**src/rtl/sfx_pkg.sv**
```systemverilog
`default_nettype none
// ============================================================================
// Module   : sfx_pkg
// Purpose  : Shared effect IDs, note format, FSM encoding and note table
//            for the sound-effect sequencer.
// Revision : 1.0 - initial release
// ============================================================================
package sfx_pkg;

    localparam int SFX_LIFE_LOST = 0;
    localparam int SFX_BRICK     = 1;
    localparam int SFX_PADDLE    = 2;
    localparam int SFX_WALL      = 3;

    localparam int PERIOD_W = 17;
    localparam int DUR_W    = 8;
    localparam int ID_W     = 2;
    localparam int IDX_W    = 2;

    typedef struct packed {
        logic [PERIOD_W-1:0] half_period;
        logic [DUR_W-1:0]    duration;
    } note_t;

    typedef enum logic [1:0] {
        ST_IDLE = 2'd0,
        ST_LOAD = 2'd1,
        ST_PLAY = 2'd2,
        ST_GAP  = 2'd3
    } state_t;

    // Table body; any slot not listed is an end marker (duration 0).
    function automatic note_t note_table(input logic [ID_W-1:0] id,
                                         input logic [IDX_W-1:0] idx);
        note_t n;
        n = '0;
        case ({id, idx})
            4'b00_00: n = '{half_period: 17'd45455, duration: 8'd60};
            4'b00_01: n = '{half_period: 17'd60676, duration: 8'd60};
            4'b00_10: n = '{half_period: 17'd90909, duration: 8'd120};
            4'b01_00: n = '{half_period: 17'd30337, duration: 8'd15};
            4'b01_01: n = '{half_period: 17'd22727, duration: 8'd15};
            4'b10_00: n = '{half_period: 17'd45455, duration: 8'd20};
            4'b11_00: n = '{half_period: 17'd22727, duration: 8'd10};
            default:  n = '0;
        endcase
        return n;
    endfunction

endpackage
`default_nettype wire

```
**src/rtl/sfx_note_rom.sv**
```systemverilog
`default_nettype none
// ============================================================================
// Module   : sfx_note_rom
// Purpose  : Combinational {effect ID, note index} -> note lookup.
// Revision : 1.0 - initial release
// ============================================================================
module sfx_note_rom
    import sfx_pkg::*;
(
    input  logic [ID_W-1:0]  i_id,
    input  logic [IDX_W-1:0] i_idx,
    output note_t            o_note
);

    always_comb begin
        o_note = note_table(i_id, i_idx);
    end

endmodule
`default_nettype wire

```
**src/rtl/sfx_sequencer.sv**
```systemverilog
`default_nettype none
// ============================================================================
// Module   : sfx_sequencer
// Purpose  : Fixed-priority scheduler that plays short note sequences on the
//            shared tone generator; outputs a half-period word (0 = silent).
// Revision : 1.0 - initial release
// ============================================================================
module sfx_sequencer
    import sfx_pkg::*;
#(
    parameter int TICK_DIV = 40000
) (
    input  logic                CLK,
    input  logic                RESET,
    input  logic [3:0]          REQ,
    output logic [PERIOD_W-1:0] TONE_HALF_PERIOD,
    output logic                BUSY,
    output logic [ID_W-1:0]     ACTIVE_ID
);

    localparam int PRESC_W = (TICK_DIV > 1) ? $clog2(TICK_DIV) : 1;
    localparam logic [PRESC_W-1:0] c_presc_last = PRESC_W'(TICK_DIV - 1);

    state_t              r_state_q, w_state_d;
    logic [ID_W-1:0]     r_id_q,    w_id_d;
    logic [IDX_W-1:0]    r_idx_q,   w_idx_d;
    logic [PERIOD_W-1:0] r_tone_q,  w_tone_d;
    logic                r_busy_q,  w_busy_d;
    logic [PRESC_W-1:0]  r_presc_q, w_presc_d;
    logic [DUR_W-1:0]    r_cnt_q,   w_cnt_d;
    logic [DUR_W-1:0]    r_dur_q,   w_dur_d;

    note_t           w_note;
    logic            w_req_valid;
    logic [ID_W-1:0] w_req_id;
    logic            w_tick;
    logic [DUR_W-1:0] w_cnt_inc;

    sfx_note_rom u_rom (
        .i_id   (r_id_q),
        .i_idx  (r_idx_q),
        .o_note (w_note)
    );

    // Lowest set bit wins; lower-priority bits in the same cycle are dropped.
    always_comb begin
        w_req_valid = |REQ;
        if (REQ[0])      w_req_id = 2'd0;
        else if (REQ[1]) w_req_id = 2'd1;
        else if (REQ[2]) w_req_id = 2'd2;
        else             w_req_id = 2'd3;
    end

    assign w_tick    = (r_presc_q == c_presc_last);
    assign w_cnt_inc = r_cnt_q + 8'd1;

    always_comb begin
        w_state_d = r_state_q;
        w_id_d    = r_id_q;
        w_idx_d   = r_idx_q;
        w_tone_d  = r_tone_q;
        w_busy_d  = r_busy_q;
        w_presc_d = r_presc_q;
        w_cnt_d   = r_cnt_q;
        w_dur_d   = r_dur_q;

        case (r_state_q)
            ST_IDLE: begin
                if (w_req_valid) begin
                    w_id_d    = w_req_id;
                    w_idx_d   = '0;
                    w_busy_d  = 1'b1;
                    w_state_d = ST_LOAD;
                end
            end
            ST_LOAD: begin
                if (w_note.duration == '0) begin
                    w_state_d = ST_IDLE;
                    w_busy_d  = 1'b0;
                    w_tone_d  = '0;
                    w_idx_d   = '0;
                end else begin
                    w_tone_d  = w_note.half_period;
                    w_dur_d   = w_note.duration;
                    w_presc_d = '0;
                    w_cnt_d   = '0;
                    w_state_d = ST_PLAY;
                end
            end
            ST_PLAY: begin
                w_presc_d = w_tick ? '0 : r_presc_q + 1'b1;
                if (w_tick) begin
                    w_cnt_d = w_cnt_inc;
                    if (w_cnt_inc == r_dur_q) begin
                        w_state_d = ST_GAP;
                        w_tone_d  = '0;
                        w_presc_d = '0;
                    end
                end
            end
            ST_GAP: begin
                w_presc_d = w_tick ? '0 : r_presc_q + 1'b1;
                if (w_tick) begin
                    if (r_idx_q == 2'd3) begin
                        w_state_d = ST_IDLE;
                        w_busy_d  = 1'b0;
                        w_idx_d   = '0;
                    end else begin
                        w_idx_d   = r_idx_q + 2'd1;
                        w_state_d = ST_LOAD;
                    end
                end
            end
            default: w_state_d = ST_IDLE;
        endcase

        // Preempt or restart; the old tone is held through LOAD so there is no dropout.
        if (r_state_q != ST_IDLE && w_req_valid && w_req_id <= r_id_q) begin
            w_state_d = ST_LOAD;
            w_id_d    = w_req_id;
            w_idx_d   = '0;
            w_presc_d = '0;
            w_cnt_d   = '0;
            w_busy_d  = 1'b1;
            w_tone_d  = r_tone_q;
        end
    end

    always_ff @(posedge CLK) begin
        if (RESET) begin
            r_state_q <= ST_IDLE;
            r_id_q    <= '0;
            r_idx_q   <= '0;
            r_tone_q  <= '0;
            r_busy_q  <= 1'b0;
            r_presc_q <= '0;
            r_cnt_q   <= '0;
            r_dur_q   <= '0;
        end else begin
            r_state_q <= w_state_d;
            r_id_q    <= w_id_d;
            r_idx_q   <= w_idx_d;
            r_tone_q  <= w_tone_d;
            r_busy_q  <= w_busy_d;
            r_presc_q <= w_presc_d;
            r_cnt_q   <= w_cnt_d;
            r_dur_q   <= w_dur_d;
        end
    end

    assign TONE_HALF_PERIOD = r_tone_q;
    assign BUSY             = r_busy_q;
    assign ACTIVE_ID        = r_id_q;

endmodule
`default_nettype wire

```
**config.mk**
```make
export PLATFORM = sky130hd
export DESIGN_NAME = sfx_sequencer
export DESIGN_NICKNAME = d
export VERILOG_FILES = /design/src/rtl/sfx_pkg.sv /design/src/rtl/sfx_note_rom.sv /design/src/rtl/sfx_sequencer.sv
export SDC_FILE = /design/constraint.sdc
export NUM_CORES = 1
export LEC_CHECK = 0
export CAP_MARGIN = 10
export CORE_ASPECT_RATIO = 0.9
export CORE_UTILIZATION = 50
export DETAILED_ROUTE_END_ITERATION = 16
export GPL_ROUTABILITY_DRIVEN = 0
export MAX_ROUTING_LAYER = met4
export PLACE_DENSITY = 0.82
export SYNTH_ARGS = -nofsm -noshare
export SYNTH_HDL_FRONTEND = slang
export SYNTH_SLANG_ARGS = --single-unit
```
**constraint.sdc**
```tcl
create_clock -name CLK -period 3.5 [get_ports CLK]
set_input_delay 0.35 -clock CLK [delete_from_list [all_inputs] [get_ports CLK]]
set_output_delay 0.35 -clock CLK [all_outputs]
set_load 0.02 [all_outputs]
```
==> results.md <==
* Fmax at 379 MHz
* Leakage Power at 1.19 nW
* Unique masters post-synth at 63
* Minimum clock period at 2.64 ns
* Worst relative slew slack at 0.495
* Final worst slack at 0.864 ns
* Hold WC Path Type: reg2reg
* Part of the power in combinational logic at 0.360
* Fin. max-slew vios at 0
* Final hold vios at 0
* CTS tree: done
* Least-Margin Pin Slew at 0.757 ns
* Placed Cells at 447
* Startpoint class of the critical path: register
* Hold_ws at 0.473 ns
* Post-synthesis area per instance at 8.10 um^2
* Synth-to-Final Area Change at 12.0%
* Power Internal at 1.07 mW
* TritonRoute pass-1 iters at 6
* I/O pin cnt at 26
* Vias per std cell at 5.99
* Post-CTS Setup Inserts at 0
* Remaining Overflow, GRT at 0
* Top FF cell, synth: dfxtp_1
* Flop pwr share at 0.429
* CP Cell Sequence: or4_4, or4_4, a221oi_2, nand4_2, a21oi_2, o32ai_1
* CORE AREA at 5730 um^2
* Most frequent cell after synthesis: dfxtp_1
* Post-synth EDFFs at 0
* Height of the die at 75.5 um
* Final Skew at 0.00349 ns
* DRT iter0 DRCs at 278
* Row cnt at 26
* Nets at 403
* CP max stage delay at 0.54 ns
* Crit Path Class: reg2reg
* Mapped Area at 3000 um^2
* P_sw at 605 uW
* CTS Hold Bufs at 0
* Final core occ at 0.588
* CTS Buf Count at 5
* Dpl hpwl at 4930 um
* Worst reg-to-reg setup slack at 0.86 ns
* R2r endpoint: TONE_HALF_PERIOD[11]
* Clk sinks at 52
* CP most frequent cell: or4_4
* Total power at 1.67 mW
* Register area share after synthesis at 0.347
* YS warnings at 0
* RSZ-0062 raised after global routing: no
* FF+latch count, synth at 52
* Max cap viols at 0
* Post-route insts no fill at 456
* Starting density of the core at 0.525
* Reg2reg start: r_presc_q[6]
* Final WL at 6770 um
* Share of layout cells above drive strength 1 at 0.0725
* Worst setup EP type: register
* Htree depth at 2
* Residual DRC count at 0
* Cells on worst reg2reg path at 6
* Met1 Usage GRT at 0.303
* Crit-path slowest cell: or4_4
* Setup_tns at 0 ns
* First-pass GRT wire length at 11200 um
* Leading area contributor after synthesis: dfxtp_1
* Clock share of power at 0.212
* Met2 Track Usage GR at 0.344
* Vias in the first global route at 2371
* Period utilisation layout at 0.753
* GRT busiest layer: met2
* Top post-synthesis cells by count: dfxtp_1, nand2_1, nor2_1
* Data required, critical path at 3.67 ns
* Largest net degree at the start of global routing at 25
* Met3 Usage GRT at 0.0477
* Design area at 3360 um^2
* Clock Path Buffers at 2
* WL per Instance at 14.8 um
* PortBufs at 24
* Min-Delay Startpoint: TONE_HALF_PERIOD[2]
* Placed cell area at 3270 um^2
* Die W at 83.7 um
* Initial antenna violation count at 0
* Syn Inst Count at 371
* Sw frac at 0.361
* Syn nets at 389
* Status: finished clean
* Maximum vdd drop at 0.000288 V
* Post-route ant nets at 0
* Worst-Skew Late Latency at 0.30 ns
* Crit path DAT at 2.81 ns
* Setup violators final at 0
* Root Buffer: clkbuf_8
* Synth area leaders: dfxtp_1, ha_1, nand2_1, nor2_1, a21oi_1
* Area share of the largest cell type after synthesis at 0.347
* Hold endpoint: TONE_HALF_PERIOD[2]
* Tot GR Track Use at 0.225
* Dpl ws at 0.791 ns
* Crit-path max FO at 9
* Synth async-reset ratio at 0
* Post-CTS sizing at 0
* Hold Path Depth at 2
* Clk slew on worst S/H paths at 0.09 ns
* Die area at 6320 um^2
* Fillers at 517
* Vias post-DR at 2732
* Antenna diodes at 0
* Pwr Density at 498 nW/um^2
==> cell type report <==
cell class / count / area, um^2 / area share
clock buffer: 7 / 86.3 / 0.0257
clock inverter: 1 / 7.51 / 0.00223
inverter: 19 / 71.3 / 0.0212
multi-input combinational: 278 / 1800 / 0.534
sequential: 52 / 1040 / 0.309
tap: 70 / 87.6 / 0.0260
timing repair buffer: 29 / 275 / 0.0818
==> cells in the final DEF (no fill, tap or decap), types with 8 or more instances in the layout <==
cell,count
or3_1,8
ha_1,12
clkdlybuf4s50_1,24
o21ai_0,16
nand2_1,40
nand3_1,12
nor2_1,39
dfxtp_1,52
xnor2_1,13
o32ai_1,9
a21oi_1,28
inv_1,19
nor2b_1,8
==> flip-flops by register name, indices dropped and copies added, names as in the netlist, named ones only <==
| register | count |
|---|---|
| r_state_q | 1 |
| ACTIVE_ID | 2 |
| BUSY | 1 |
| r_presc_q | 16 |
| r_cnt_q | 8 |
| r_dur_q | 7 |
| r_idx_q | 2 |
| TONE_HALF_PERIOD | 14 |
==> power by group through the flow <==
stage	combinational (mW)	sequential [mW]	clock, mW
floorplan	0.358	0.770	0
global placement	0.581	0.729	0
detailed placement	0.594	0.731	0
CTS	0.596	0.717	0.358
global route	0.653	0.726	0.385
finish	0.602	0.717	0.354
==> routing by layer <==
metal  part of all wire  up-vias  wire (um)
met3              0.062        8        418
li1                   -     1367          -
met1               0.49     1272       3320
met4              0.010        0         71
met2               0.44       85       2960
met5                  0        -          0
==> critical path, delay by kind of cell (launching register included) <==
kind            cells  cell delay [ns]
simple gates        3             1.32
compound gates      3             0.82
flops               1             0.35
==> logic make-up (layout without fill, tap and decap cells) <==
group | Yosys count | count (layout) | synth area share
AO/OA/AOI/OAI | 102 | 102 | 0.239
XOR/XNOR | 18 | 18 | 0.0525
adder cells (fa/ha/maj) | 12 | 12 | 0.0500
buffers and inverters | 41 | 56 | 0.0558
flip-flops | 52 | 52 | 0.347
multiplexers | 5 | 5 | 0.0204
other | 1 | 1 | 0.00125
AND/OR/NAND/NOR | 140 | 140 | 0.234
==> worst max path at each step <==
stage,from,to,cells after the start
finish,r_presc_q[6],TONE_HALF_PERIOD[11],6
global route,ACTIVE_ID[1],TONE_HALF_PERIOD[11],8
CTS,r_presc_q[6],TONE_HALF_PERIOD[11],6
detailed placement,REQ[1],TONE_HALF_PERIOD[14],10
global placement,REQ[1],TONE_HALF_PERIOD[4],10
floorplan,ACTIVE_ID[1],TONE_HALF_PERIOD[0],10
No activity file was read; power rests on OpenSTA's default activity.
